### src/rtl/usr_seq_ctrl_if.sv
`default_nettype none
// ============================================================================
// Module   : usr_seq_ctrl_if
// Brief    : Command/response handshake bundle between a master and usr_seq_ctrl.
// Revision : 1.0
// ============================================================================
interface usr_seq_ctrl_if #(
    parameter int WIDTH = 4
);
    logic             cmd_valid;
    logic             cmd_ready;
    logic             cmd_op;
    logic             cmd_dir;
    logic [WIDTH-1:0] cmd_data;
    logic             rsp_valid;
    logic             rsp_ready;
    logic [WIDTH-1:0] rsp_data;

    modport master (
        output cmd_valid, cmd_op, cmd_dir, cmd_data, rsp_ready,
        input  cmd_ready, rsp_valid, rsp_data
    );

    modport slave (
        input  cmd_valid, cmd_op, cmd_dir, cmd_data, rsp_ready,
        output cmd_ready, rsp_valid, rsp_data
    );
endinterface
`default_nettype wire

### src/rtl/usr_seq_ctrl.sv
`default_nettype none
// ============================================================================
// Module   : usr_seq_ctrl
// Brief    : Drives a universal shift register through one load and WIDTH
//            shifts per command (TX serialise / RX deserialise).
// Revision : 1.0
// ============================================================================
module usr_seq_ctrl #(
    parameter int WIDTH = 4,
    parameter int CNT_W = 5
) (
    input  wire logic             clk,
    input  wire logic             rst,
    usr_seq_ctrl_if.slave         bus,
    input  wire logic             ser_in,
    output logic                  ser_out,
    output logic                  ser_valid,
    output logic [1:0]            s,
    output logic [WIDTH-1:0]      din,
    output logic                  sin,
    input  wire logic [WIDTH-1:0] q,
    output logic                  busy
);
    typedef enum logic [1:0] {
        ST_IDLE  = 2'd0,
        ST_LOAD  = 2'd1,
        ST_SHIFT = 2'd2,
        ST_RESP  = 2'd3
    } state_t;

    localparam logic [1:0]       C_S_HOLD   = 2'b00;
    localparam logic [1:0]       C_S_RIGHT  = 2'b01;
    localparam logic [1:0]       C_S_LEFT   = 2'b10;
    localparam logic [1:0]       C_S_LOAD   = 2'b11;
    localparam logic [CNT_W-1:0] C_CNT_LAST = CNT_W'(WIDTH - 1);

    state_t             state_q, state_d;
    logic [CNT_W-1:0]   cnt_q, cnt_d;
    logic               op_q, op_d;
    logic               dir_q, dir_d;
    logic [WIDTH-1:0]   data_q, data_d;

    logic               cmd_ready;
    logic               rsp_valid;
    logic [WIDTH-1:0]   rsp_data;

    always_ff @(posedge clk or posedge rst) begin
        if (rst) begin
            state_q <= ST_IDLE;
            cnt_q   <= '0;
            op_q    <= 1'b0;
            dir_q   <= 1'b0;
            data_q  <= '0;
        end else begin
            state_q <= state_d;
            cnt_q   <= cnt_d;
            op_q    <= op_d;
            dir_q   <= dir_d;
            data_q  <= data_d;
        end
    end

    always_comb begin
        state_d   = state_q;
        cnt_d     = cnt_q;
        op_d      = op_q;
        dir_d     = dir_q;
        data_d    = data_q;
        cmd_ready = 1'b0;
        rsp_valid = 1'b0;
        rsp_data  = '0;
        s         = C_S_HOLD;
        din       = '0;
        sin       = 1'b0;
        ser_out   = 1'b0;
        ser_valid = 1'b0;
        busy      = 1'b1;

        case (state_q)
            ST_IDLE: begin
                busy      = 1'b0;
                // Held low during reset so the master never sees a phantom accept.
                cmd_ready = ~rst;
                if (bus.cmd_valid && cmd_ready) begin
                    op_d    = bus.cmd_op;
                    dir_d   = bus.cmd_dir;
                    data_d  = bus.cmd_data;
                    state_d = ST_LOAD;
                end
            end
            ST_LOAD: begin
                s       = C_S_LOAD;
                din     = op_q ? '0 : data_q;
                cnt_d   = '0;
                state_d = ST_SHIFT;
            end
            ST_SHIFT: begin
                s         = dir_q ? C_S_LEFT : C_S_RIGHT;
                ser_valid = 1'b1;
                // TX zero-fills so the register ends empty; RX feeds the line in.
                sin       = op_q ? ser_in : 1'b0;
                ser_out   = op_q ? 1'b0 : (dir_q ? q[WIDTH-1] : q[0]);
                cnt_d     = cnt_q + 1'b1;
                if (cnt_q == C_CNT_LAST) begin
                    state_d = ST_RESP;
                end
            end
            ST_RESP: begin
                rsp_valid = 1'b1;
                rsp_data  = q;
                if (bus.rsp_ready) begin
                    state_d = ST_IDLE;
                end
            end
            default: begin
                state_d = ST_IDLE;
            end
        endcase
    end

    assign bus.cmd_ready = cmd_ready;
    assign bus.rsp_valid = rsp_valid;
    assign bus.rsp_data  = rsp_data;

endmodule
`default_nettype wire
### src/flat_wrapper.sv
// flat-port wrapper written by rule: the top's interface ports become plain ports
module usr_seq_ctrl_flat 
#(
    parameter int WIDTH = 4,
    parameter int CNT_W = 5
)
  (clk, rst, ser_in, ser_out, ser_valid, s, din, sin, q, busy, bus_cmd_valid, bus_cmd_op, bus_cmd_dir, bus_cmd_data, bus_rsp_ready, bus_cmd_ready, bus_rsp_valid, bus_rsp_data);
  usr_seq_ctrl_if #(.WIDTH(WIDTH)) bus_i ();
  input  wire logic clk;
  input  wire logic rst;
  input  wire logic ser_in;
  output logic ser_out;
  output logic ser_valid;
  output logic [1:0] s;
  output logic [WIDTH-1:0] din;
  output logic sin;
  input  wire logic [WIDTH-1:0] q;
  output logic busy;
  input wire logic [$bits(bus_i.cmd_valid)-1:0] bus_cmd_valid;
  input wire logic [$bits(bus_i.cmd_op)-1:0] bus_cmd_op;
  input wire logic [$bits(bus_i.cmd_dir)-1:0] bus_cmd_dir;
  input wire logic [$bits(bus_i.cmd_data)-1:0] bus_cmd_data;
  input wire logic [$bits(bus_i.rsp_ready)-1:0] bus_rsp_ready;
  output wire logic [$bits(bus_i.cmd_ready)-1:0] bus_cmd_ready;
  output wire logic [$bits(bus_i.rsp_valid)-1:0] bus_rsp_valid;
  output wire logic [$bits(bus_i.rsp_data)-1:0] bus_rsp_data;
  assign bus_i.cmd_valid = bus_cmd_valid;
  assign bus_i.cmd_op = bus_cmd_op;
  assign bus_i.cmd_dir = bus_cmd_dir;
  assign bus_i.cmd_data = bus_cmd_data;
  assign bus_i.rsp_ready = bus_rsp_ready;
  assign bus_cmd_ready = bus_i.cmd_ready;
  assign bus_rsp_valid = bus_i.rsp_valid;
  assign bus_rsp_data = bus_i.rsp_data;
  usr_seq_ctrl #(.WIDTH(WIDTH), .CNT_W(CNT_W)) u_core (.clk(clk), .rst(rst), .bus(bus_i), .ser_in(ser_in), .ser_out(ser_out), .ser_valid(ser_valid), .s(s), .din(din), .sin(sin), .q(q), .busy(busy));
endmodule
### config.mk
export PLATFORM = sky130hd
export DESIGN_NAME = usr_seq_ctrl_flat
export DESIGN_NICKNAME = d
export VERILOG_FILES = /design/src/rtl/usr_seq_ctrl_if.sv /design/src/rtl/usr_seq_ctrl.sv /design/src/flat_wrapper.sv
export SDC_FILE = /design/constraint.sdc
export NUM_CORES = 1
export LEC_CHECK = 0
export CORE_UTILIZATION = 38
export CTS_CLUSTER_DIAMETER = 40
export DETAILED_ROUTE_END_ITERATION = 16
export PLACE_DENSITY = 0.86
export SLEW_MARGIN = 10
export SYNTH_ARGS = -nofsm -noshare
export SYNTH_HDL_FRONTEND = slang
export SYNTH_SLANG_ARGS = --single-unit
export TNS_END_PERCENT = 50
### constraint.sdc
create_clock -name clk -period 1.73 [get_ports clk]
set_input_delay 0.2595 -clock clk [delete_from_list [all_inputs] [get_ports clk]]
set_output_delay 0.2595 -clock clk [all_outputs]
set_load 0.03 [all_outputs]
==> metrics, run 1 <==
min cycle time layout about 1.8 ns; Post-synth EDFFs 0; cell types with the largest area share after synthesis dfrtp_1 42%, ha_1 9.7%, mux2_2 8.7%; count of clock tree sinks 13; most frequent cell after synthesis dfrtp_1; worst reg2reg path endpoint u_core.state_q[1]$_DFFE_PP0P_; later-pin clock latency in the skew report approximately 0.28 ns; xor-xnor portion of the synthesized cell area 0%; setup-violating endpoint count in the final report 6; wire length of the first global-routing pass 2940 µm; Overflow after GRT 0; Pre-Repair DR Iteration Count 1; tightest slew margin relative to the limit 65.9%; Synth Register Bits 13; RD Place Congestion 0.757; CTS max path bufs 2; Starting Density between 40% and 50%; Overall Global Routing Usage between 10% and 20%; vias in the first global route between 600 and 700; post-synthesis cell count between 70 and 80; Data arrival, critical path 1.51 ns; Max Transition Viols Final 0; r2r setup slk -0.02 ns; number of warnings reported in the yosys synthesis log 0; number of cells on the worst reg-to-reg path 4; worst min path class input pin to async pin; hold slack final 0.472 ns; biggest fanout along the worst timing path 6; post-synth top area share a little over two fifths; CP required about 1.5 ns; fraction of registers with async set or reset after synthesis 100%; number of vias per cell 4.91; clock tree from TritonCTS built; Post-CTS Hold Buffers 0; total clock buffers created by CTS 3; sequential-to-total area share from yosys stat a little over two fifths; n_diodes 0; Clock Pin Slew Worst Setup and Hold Paths 0.08 ns; DIE AREA 2230 µm²; f_max 564 MHz; Overall Power 0.00219 W; most frequently used flop master after synthesis dfrtp_1; multiplexer area fraction after synthesis 13.2%; PwrDens 1750 nW/µm²; routed wire length 1970 µm; std cell rows 15; area share of fa/ha/maj cells after synthesis 9.66%; number of antenna violations at the first check in global routing 0; peak supply drop a little under 1000 µV; DIE HEIGHT 47.2 µm; area fraction in and, or, nand and nor cells after synthesis ~20%; violated checks setup timing; Worst Clk Skew approximately 0.0029 ns; slew at the pin with the worst max-slew slack 0.511 ns; DRT iter0 DRCs 0; share of final-layout standard cells stronger than drive strength 1 44.0%; number of failing hold endpoints at the final stage 0; final critical-path setup slack -0.0426 ns; total number of vias 693; unrepaired setup endpoints after global routing true; startpoint type of the worst setup path register; horizontal extent of the die 47.2 µm; average cell area after synthesis 10.6 µm²; Clock Tree Root clkbuf_4; run status finished, violations left; number of I/O port buffers 30; ports placed on the boundary 31; library cell with the largest summed area after synthesis dfrtp_1; number of remaining DRC errors 0; Clock H-tree levels 1; Max-cap violations 0; reg-to-reg startpoint u_core.cnt_q[1]$_DFFE_PP0P_; pin count of the biggest net entering global routing 14; layout overhead on the synthesized area 60.7%; library cells used by synthesis 25; Net Count, Synth 94; worst setup path category register to output port; fraction of the cycle the final worst path needs 102%; Compound-Gate Fraction of Synth Area 10.6%; leading cell types by count after synthesis 13 x dfrtp_1, 8 x and2_1, 7 x nor2b_1; average detailed-routed wire length per instance between 10 and 15 µm; number of nets in the layout around 140; Leakage Power 0.569 nW; endpoint class of the critical path output port; core area between 1500 and 2000 µm²; largest family of logic cells by synthesized area simple AND/OR/NAND/NOR gates; antenna viol nets, final 0; Synth Cell Area approximately 780 µm²
[routing by layer]
metal | track usage, % | share of wire (%) | vias to the layer above
met4 | 8.57 | 0.51 | 0
met2 | 34.5 | 51 | 21
li1 | - | - | 342
met3 | 4.23 | 6.6 | 2
met1 | 21.8 | 42 | 328
met5 | 0 | 0 | -
[critical path, stage by stage (launching register included)]
cell and delay, ns:
dfrtp_1 0.43, buf_4 0.17, ha_4 0.18, nor2b_1 0.14
o21a_1 0.17, buf_4 0.16
[cells in the final DEF, fill, tap and decap left out, types with 3 or more instances in the layout]
cell type / instances
and2_1: 4
inv_1: 4
clkdlybuf4s50_1: 14
buf_6: 5
nor2b_1: 4
dfrtp_1: 12
nand3_1: 3
and2_4: 4
mux2_2: 6
clkbuf_4: 3
buf_4: 20
ha_4: 3
[repair_timing]
item	CTS	global route
pin swaps	1	4
setup endpoints to repair	11	13
resized for setup	11	13
buffers inserted	1	3
[layout make-up]
class / count / area, µm²
multi-input cells: 52 / 482
clock buffers: 4 / 26.3
flip-flops and latches: 13 / 327
repair buffers: 41 / 360
inverters: 6 / 22.5
fillers: 150 / 572
well taps: 25 / 31.3
[worst max-delay path by stage]
| stage | start | endpoint | cells after the start |
|---|---|---|---|
| floorplan | u_core.state_q[0]$_DFFE_PP0P_ | ser_out | 4 |
| global placement | u_core.cnt_q[1]$_DFFE_PP0P_ | u_core.state_q[1]$_DFFE_PP0P_ | 4 |
| detailed placement | u_core.cnt_q[1]$_DFFE_PP0P_ | u_core.state_q[1]$_DFFE_PP0P_ | 4 |
| CTS | u_core.state_q[1]$_DFFE_PP0P_ | s[1] | 4 |
| global route | u_core.state_q[0]$_DFFE_PP0P_ | s[0] | 6 |
| finish | u_core.state_q[1]$_DFFE_PP0P_ | s[0] | 5 |
[flip-flops by register name, indices dropped and copies added, names as in the netlist]
signal,count
u_core.op_q,1
u_core.cnt_q,5
u_core.data_q,4
u_core.state_q,2
u_core.dir_q,1
[cell families (layout without fill, tap and decap cells)]
family / Yosys count / after routing
AO/OA/AOI/OAI: 12 / 12
adder cells (fa/ha/maj): 6 / 6
buffers and inverters: 8 / 51
flip-flops: 13 / 13
multiplexers: 9 / 9
AND/OR/NAND/NOR: 25 / 25
[metrics by stage]
step	setup WS, ns	area, µm²	std cells	utilization (%)	setup TNS (ns)
final	-0.0426	1250	141	68.6	-0.199
after global routing	-0.118	1250	141	68.6	-0.620
after CTS	-0.131	1190	138	65.4	-0.628
after detailed placement	-0.00429	1120	133	61.7	-0.00429
after global placement	0.0533	1120	133	61.7	0
after floorplan	-0.0712	790	73	-	-0.0848
[report_power, final]
part / internal (W) / total [W] / switching [W]
Sequential: 0.000427 / 0.000526 / 0.0000986
Clock: 0.0000894 / 0.000191 / 0.000102
Combinational: 0.000718 / 0.00147 / 0.000755
No activity file was read; power rests on OpenSTA's default activity.
==> inputs of run 2 (changes only) <==
Settings changed: CTS_CLUSTER_DIAMETER 40 to default.
==> results of run 2 <==
No change in the layout: final DEF, timing and power equal those of run 1.
==> inputs of run 3 (changes only) <==
Settings changed: CAP_MARGIN from default to 0.
==> results of run 3 <==
No change in the layout: final DEF, timing and power equal those of run 1.
